### config.mk
export PLATFORM = sky130hd
export DESIGN_NAME = trigger_capture_ctrl
export DESIGN_NICKNAME = d
export VERILOG_FILES = /design/src/rtl/trigger_capture_ctrl.sv
export SDC_FILE = /design/constraint.sdc
export NUM_CORES = 1
export LEC_CHECK = 0
export CORE_AREA = 2 2 75 92
export CTS_BUF_LIST = sky130_fd_sc_hd__clkbuf_8
export CTS_CLUSTER_DIAMETER = 40
export DETAILED_ROUTE_END_ITERATION = 10
export DIE_AREA = 0 0 77 94
export GPL_ROUTABILITY_DRIVEN = 0
export SETUP_SLACK_MARGIN = 0.15
export SYNTH_ARGS = -nofsm -noshare
export SYNTH_HDL_FRONTEND = slang
export SYNTH_SLANG_ARGS = --single-unit
export TNS_END_PERCENT = 10
### constraint.sdc
create_clock -name i_clk -period 3.33 [get_ports i_clk]
set_clock_uncertainty 0.15 [all_clocks]
set_input_delay 0.666 -clock i_clk [delete_from_list [all_inputs] [get_ports i_clk]]
set_output_delay 0.666 -clock i_clk [all_outputs]
set_load 0.005 [all_outputs]
### src/rtl/trigger_capture_ctrl.sv
// rtl/trigger_capture_ctrl.sv - pre/post-trigger capture controller feeding a SIZE-deep shift register
// Optional macro FORCE_TRIGGER_EN adds i_force to take the trigger on any valid ARMED sample.
module trigger_capture_ctrl #(
  parameter  int SIZE       = 8,
  parameter  int DATA_WIDTH = 8,
  localparam int CW         = $clog2(SIZE + 1)
) (
  input  logic                  i_clk,
  input  logic                  i_rst_n,
  input  logic                  i_sample_valid,
  input  logic [DATA_WIDTH-1:0] i_sample,
  input  logic                  i_arm,
`ifdef FORCE_TRIGGER_EN
  input  logic                  i_force,
`endif
  input  logic                  i_ack,
  input  logic [DATA_WIDTH-1:0] i_level,
  input  logic                  i_rising,
  input  logic [CW-1:0]         i_post_count,
  output logic                  o_push,
  output logic [DATA_WIDTH-1:0] o_push_data,
  output logic                  o_busy,
  output logic                  o_triggered,
  output logic                  o_done
);

  typedef enum logic [2:0] {
    S_IDLE,
    S_PREFILL,
    S_ARMED,
    S_POST,
    S_DONE
  } state_e;

  localparam logic [CW-1:0] SIZE_C = CW'(SIZE);
  localparam logic [CW-1:0] ONE_C  = CW'(1);

  state_e                state_q, state_d;
  logic [CW-1:0]         cnt_q, cnt_d;
  logic [CW-1:0]         peff_q, peff_d;
  logic [DATA_WIDTH-1:0] prev_sample_q, prev_sample_d;
  logic                  prev_valid_q, prev_valid_d;
  logic                  push_q, push_d;
  logic [DATA_WIDTH-1:0] push_data_q, push_data_d;

  logic [CW-1:0] peff_arm;
  logic [CW-1:0] pre_arm;
  logic          arm_ok;
  logic          capturing;
  logic          level_hit;
  logic          trig_hit;

  always_comb begin
    peff_arm = i_post_count;
    if (i_post_count == '0) begin
      peff_arm = ONE_C;
    end else if (i_post_count > SIZE_C) begin
      peff_arm = SIZE_C;
    end
  end

  assign pre_arm   = SIZE_C - peff_arm;
  assign arm_ok    = i_arm && (state_q == S_IDLE || state_q == S_DONE);
  assign capturing = (state_q == S_PREFILL) || (state_q == S_ARMED) || (state_q == S_POST);

  // Threshold and edge are live inputs; only the previous sample is remembered.
  assign level_hit = i_rising ? ((prev_sample_q < i_level) && (i_sample >= i_level))
                              : ((prev_sample_q > i_level) && (i_sample <= i_level));
`ifdef FORCE_TRIGGER_EN
  assign trig_hit  = (prev_valid_q && level_hit) || i_force;
`else
  assign trig_hit  = prev_valid_q && level_hit;
`endif

  always_comb begin
    state_d       = state_q;
    cnt_d         = cnt_q;
    peff_d        = peff_q;
    prev_sample_d = prev_sample_q;
    prev_valid_d  = prev_valid_q;
    push_d        = 1'b0;
    push_data_d   = push_data_q;

    if (arm_ok) begin
      peff_d       = peff_arm;
      prev_valid_d = 1'b0;
      if (pre_arm != '0) begin
        state_d = S_PREFILL;
        cnt_d   = pre_arm;
      end else begin
        state_d = S_ARMED;
        cnt_d   = '0;
      end
    end else if (i_sample_valid && capturing) begin
      push_d        = 1'b1;
      push_data_d   = i_sample;
      prev_sample_d = i_sample;
      prev_valid_d  = 1'b1;
      case (state_q)
        S_PREFILL: begin
          cnt_d = cnt_q - ONE_C;
          if (cnt_q == ONE_C) begin
            state_d = S_ARMED;
          end
        end
        S_ARMED: begin
          if (trig_hit) begin
            // The trigger sample itself is the first of the P_eff post samples.
            if (peff_q == ONE_C) begin
              state_d = S_DONE;
              cnt_d   = '0;
            end else begin
              state_d = S_POST;
              cnt_d   = peff_q - ONE_C;
            end
          end
        end
        S_POST: begin
          cnt_d = cnt_q - ONE_C;
          if (cnt_q == ONE_C) begin
            state_d = S_DONE;
          end
        end
        default: ;
      endcase
    end else if (state_q == S_DONE && i_ack) begin
      state_d = S_IDLE;
    end
  end

  always_ff @(posedge i_clk) begin
    if (!i_rst_n) begin
      state_q       <= S_IDLE;
      cnt_q         <= '0;
      peff_q        <= '0;
      prev_sample_q <= '0;
      prev_valid_q  <= 1'b0;
      push_q        <= 1'b0;
      push_data_q   <= '0;
    end else begin
      state_q       <= state_d;
      cnt_q         <= cnt_d;
      peff_q        <= peff_d;
      prev_sample_q <= prev_sample_d;
      prev_valid_q  <= prev_valid_d;
      push_q        <= push_d;
      push_data_q   <= push_data_d;
    end
  end

  assign o_push      = push_q;
  assign o_push_data = push_data_q;
  assign o_busy      = capturing;
  assign o_triggered = (state_q == S_POST) || (state_q == S_DONE);
  assign o_done      = (state_q == S_DONE);

endmodule

==> impl_summary.log <==
[metrics] total of buffers placed on input and output ports: 37
[metrics] count leader, synth: sky130_fd_sc_hd__nand2_1
[metrics] number of sinks driven by the clock tree: 21
[metrics] global-route wire length before repair: 6.58 mm
[metrics] Setup Viol. Count Final: 0
[metrics] power per cell area: 373 nW/um2
[metrics] area post-placement: 2050 um2
[metrics] warning count from the yosys run: 0
[metrics] CTS clock-pin slew for the worst setup and hold paths: 70 ps
[metrics] hold-fix buffers at CTS: 0
[metrics] area of all placed cells without fillers: 2100 um2
[metrics] Fill cells: 714
[metrics] Worst Setup Path Type: in -> reg
[metrics] maximum buffer depth of the clock tree: 2
[metrics] depth of the CTS H-tree: 1
[metrics] vertical extent of the die: 94 um
[metrics] most common library cells after synthesis: sky130_fd_sc_hd__nand2_1, sky130_fd_sc_hd__dfxtp_1, sky130_fd_sc_hd__ha_1
[metrics] Post-synth EDFFs: 0
[metrics] number of antenna diodes: 0
[metrics] worst path arrival time: 3070 ps
[metrics] max capacitance violation total: 0
[metrics] vias in the first global route: 1,456
[metrics] kind of end point of the critical path: register
[metrics] netlist area before placement: 1550 um2
[metrics] Core Footprint: 6330 um2
[metrics] peak ir drop on the vdd network: 0.154 mV
[metrics] Startpoint Class: primary input
[metrics] Min Clock Period, post-route: 3060 ps
[metrics] syn avg cell area: 7.73 um2
[metrics] first-iteration detailed-routing DRC count: 49
[metrics] number of nets in the layout: 289
[metrics] maximum achievable frequency: 327 MHz
[metrics] dominant register cell in the synthesized netlist: sky130_fd_sc_hd__dfxtp_1
[metrics] setup TNS: 0 ps
[metrics] final HPWL from detailed placement: 3.02 mm
[metrics] longest individual stage delay on the worst path: 560 ps
[metrics] Initial Util: 24.4%
[metrics] Vias/cell: 4.49
[metrics] horizontal extent of the die: 77 um
[metrics] worst slew pin tran: 438 ps
[metrics] I/O Pins: 38
[metrics] fraction of post-synthesis cell area in the top cell type by area: 27.2%
[metrics] maximum number of pins on one net before global-route repair: 27
[metrics] Seq cells post-synth: 21
[metrics] largest fanout on the critical path: 3
[metrics] clock root buffer master: sky130_fd_sc_hd__clkbuf_8
[metrics] Worst Path Required: 3330 ps
[metrics] Static Leak: 0.881 nW
[metrics] sequential area share after synthesis: 27.2%
[metrics] overall fraction of global-route tracks in use: 11.2%
[metrics] top cells by area in the synthesized netlist: sky130_fd_sc_hd__dfxtp_1, sky130_fd_sc_hd__ha_1, sky130_fd_sc_hd__nand2_1
[metrics] area delta synth->final: 35.6%
[metrics] ratio of final minimum period to clock period: 92.0%
[metrics] Post-route DRC: 0
[metrics] routed wire length per instance: 11.5 um
[metrics] post-route core utilization: 33.1%
[metrics] Remaining Overflow, GRT: 0
[metrics] floorplan die area: 7240 um2
[metrics] class of the tightest hold or removal check: reg -> reg
[metrics] series of cell instances along the critical path: clkdlybuf4s50_1 > inv_1 > ha_1 > nor2b_1 > o211ai_2 > a21oi_1 > a211oi_2 > o2111ai_1 > o311a_1 > or4_4 > mux2i_1
[metrics] initial antenna violation count: 0
[metrics] reg2reg setup slack: 870 ps
[metrics] CTS tree: done
[metrics] biggest area consumer among synthesized cells: sky130_fd_sc_hd__dfxtp_1
[metrics] Multi-input gate area: 1050 um2
[metrics] Placement Rows: 32
[metrics] FF/Latch Area: 420 um2
[metrics] Final Max Tran Viols: 0
[metrics] synthesized net count: 247
[metrics] final hold vios: 0
[metrics] share of flip-flops with an asynchronous set or reset: 0%
[metrics] result of the run: complete, no violations
[metrics] Distinct cells, synth: 37
[metrics] instance count of the mapped netlist: 200
[metrics] Relative slew margins: 70.7%
[metrics] clock buffer count from CTS: 3
[metrics] wire length reported by the detailed router: 3.75 mm
[metrics] DR vias: 1,464
[metrics] setup repair after global routing missed its margin: false
[metrics] number of antenna-violating nets in the routed design: 0
[metrics] ratio of cells with drive above 1 in the final layout: 7.05%
[metrics] clock latency on the worst-skew pair: 260 ps
[metrics] drt first pass iters: 4
[metrics] cell with the biggest individual delay on the critical path: sky130_fd_sc_hd__or4_4
state kept, by name, indices dropped and copies added (netlist names):
signal	cells
cnt_q	4
o_push	1
o_push_data	8
peff_q	4
prev_valid_q	1
state_q	3
critical path, delay by kind of cell:
family,cells,cell delay [ps]
and+or+nand+nor,2,700
AOI/OAI and AO/OA,5,750
muxes,1,140
buffers and inverters,2,510
adders and majority gates,1,290
timing repair:
item | in CTS | in global routing
resized for setup | 0 | 1
endpoints found under the setup margin | 0 | 3
setup buffers | 0 | 0
layer usage:
metal | vias up | part of all wire (%) | wire length, um | track usage, %
li1 | 778 | - | - | -
met1 | 638 | 49 | 1820 | 14.1
met3 | 7 | 4.5 | 169 | 1.63
met4 | 0 | 1.7 | 64 | 4.02
met2 | 41 | 45 | 1690 | 19.3
met5 | - | 0 | 0 | 0
cell usage in the layout (no fill, tap or decap), types with 6 or more instances in the layout:
| master | count |
|---|---|
| sky130_fd_sc_hd__mux2i_1 | 8 |
| sky130_fd_sc_hd__inv_1 | 15 |
| sky130_fd_sc_hd__clkdlybuf4s50_1 | 37 |
| sky130_fd_sc_hd__o21ai_0 | 7 |
| sky130_fd_sc_hd__nor2_1 | 13 |
| sky130_fd_sc_hd__nand2b_1 | 6 |
| sky130_fd_sc_hd__buf_4 | 7 |
| sky130_fd_sc_hd__ha_1 | 21 |
| sky130_fd_sc_hd__a21boi_0 | 9 |
| sky130_fd_sc_hd__nand2_1 | 43 |
| sky130_fd_sc_hd__a21oi_1 | 9 |
| sky130_fd_sc_hd__dfxtp_1 | 21 |
report_power, final:
part	internal [mW]	total (mW)	leakage, nW	switching [mW]
registers	0.279	0.305	0.171	0.0263
logic	0.163	0.313	0.684	0.151
clock network	0.0822	0.164	0.0269	0.0822
total	0.523	0.783	0.881	0.259
cells by family (layout without fill, tap and decap cells):
family	Yosys count	after routing	synth area share [%]
adder cells (fa/ha/maj)	21	21	17.0
buffers and inverters	21	62	5.18
AO/OA/AOI/OAI	41	41	18.7
AND/OR/NAND/NOR	85	85	24.9
multiplexers	9	9	5.91
flip-flops	21	21	27.2
XOR/XNOR	2	2	1.13
area by class of cell:
| class | instances | area share, % |
|---|---|---|
| Multi-Input combinational cell | 158 | 50.0 |
| Timing Repair Buffer | 44 | 20.2 |
| Clock buffer | 3 | 1.97 |
| Sequential cell | 21 | 20.1 |
| Inverter | 14 | 2.51 |
| Tap cell | 85 | 5.07 |
| Clock inverter | 1 | 0.179 |
final timing paths:
path                                      end                   startpoint  depth (start not counted)
setup reg to reg      state_q[2]$_SDFFE_PN0P_  o_push_data[1]$_SDFFE_PN0P_                          9
hold / removal    o_push_data[5]$_SDFFE_PN0P_  o_push_data[5]$_SDFFE_PN0P_                          2
setup / recovery      state_q[2]$_SDFFE_PN0P_                   i_level[1]                         11
hold reg to reg   o_push_data[5]$_SDFFE_PN0P_  o_push_data[5]$_SDFFE_PN0P_                          2
metrics by stage:
stage	setup slack, ps	hold WS, ps	power, mW	instances
floorplan	471	298	0.506	200
global placement	-40.1	315	0.621	322
detailed placement	-105	325	0.622	322
CTS	178	336	0.792	326
global route	157	354	0.848	326
finish	268	333	0.783	326
Note: power is estimated with default switching activity, not from simulation.
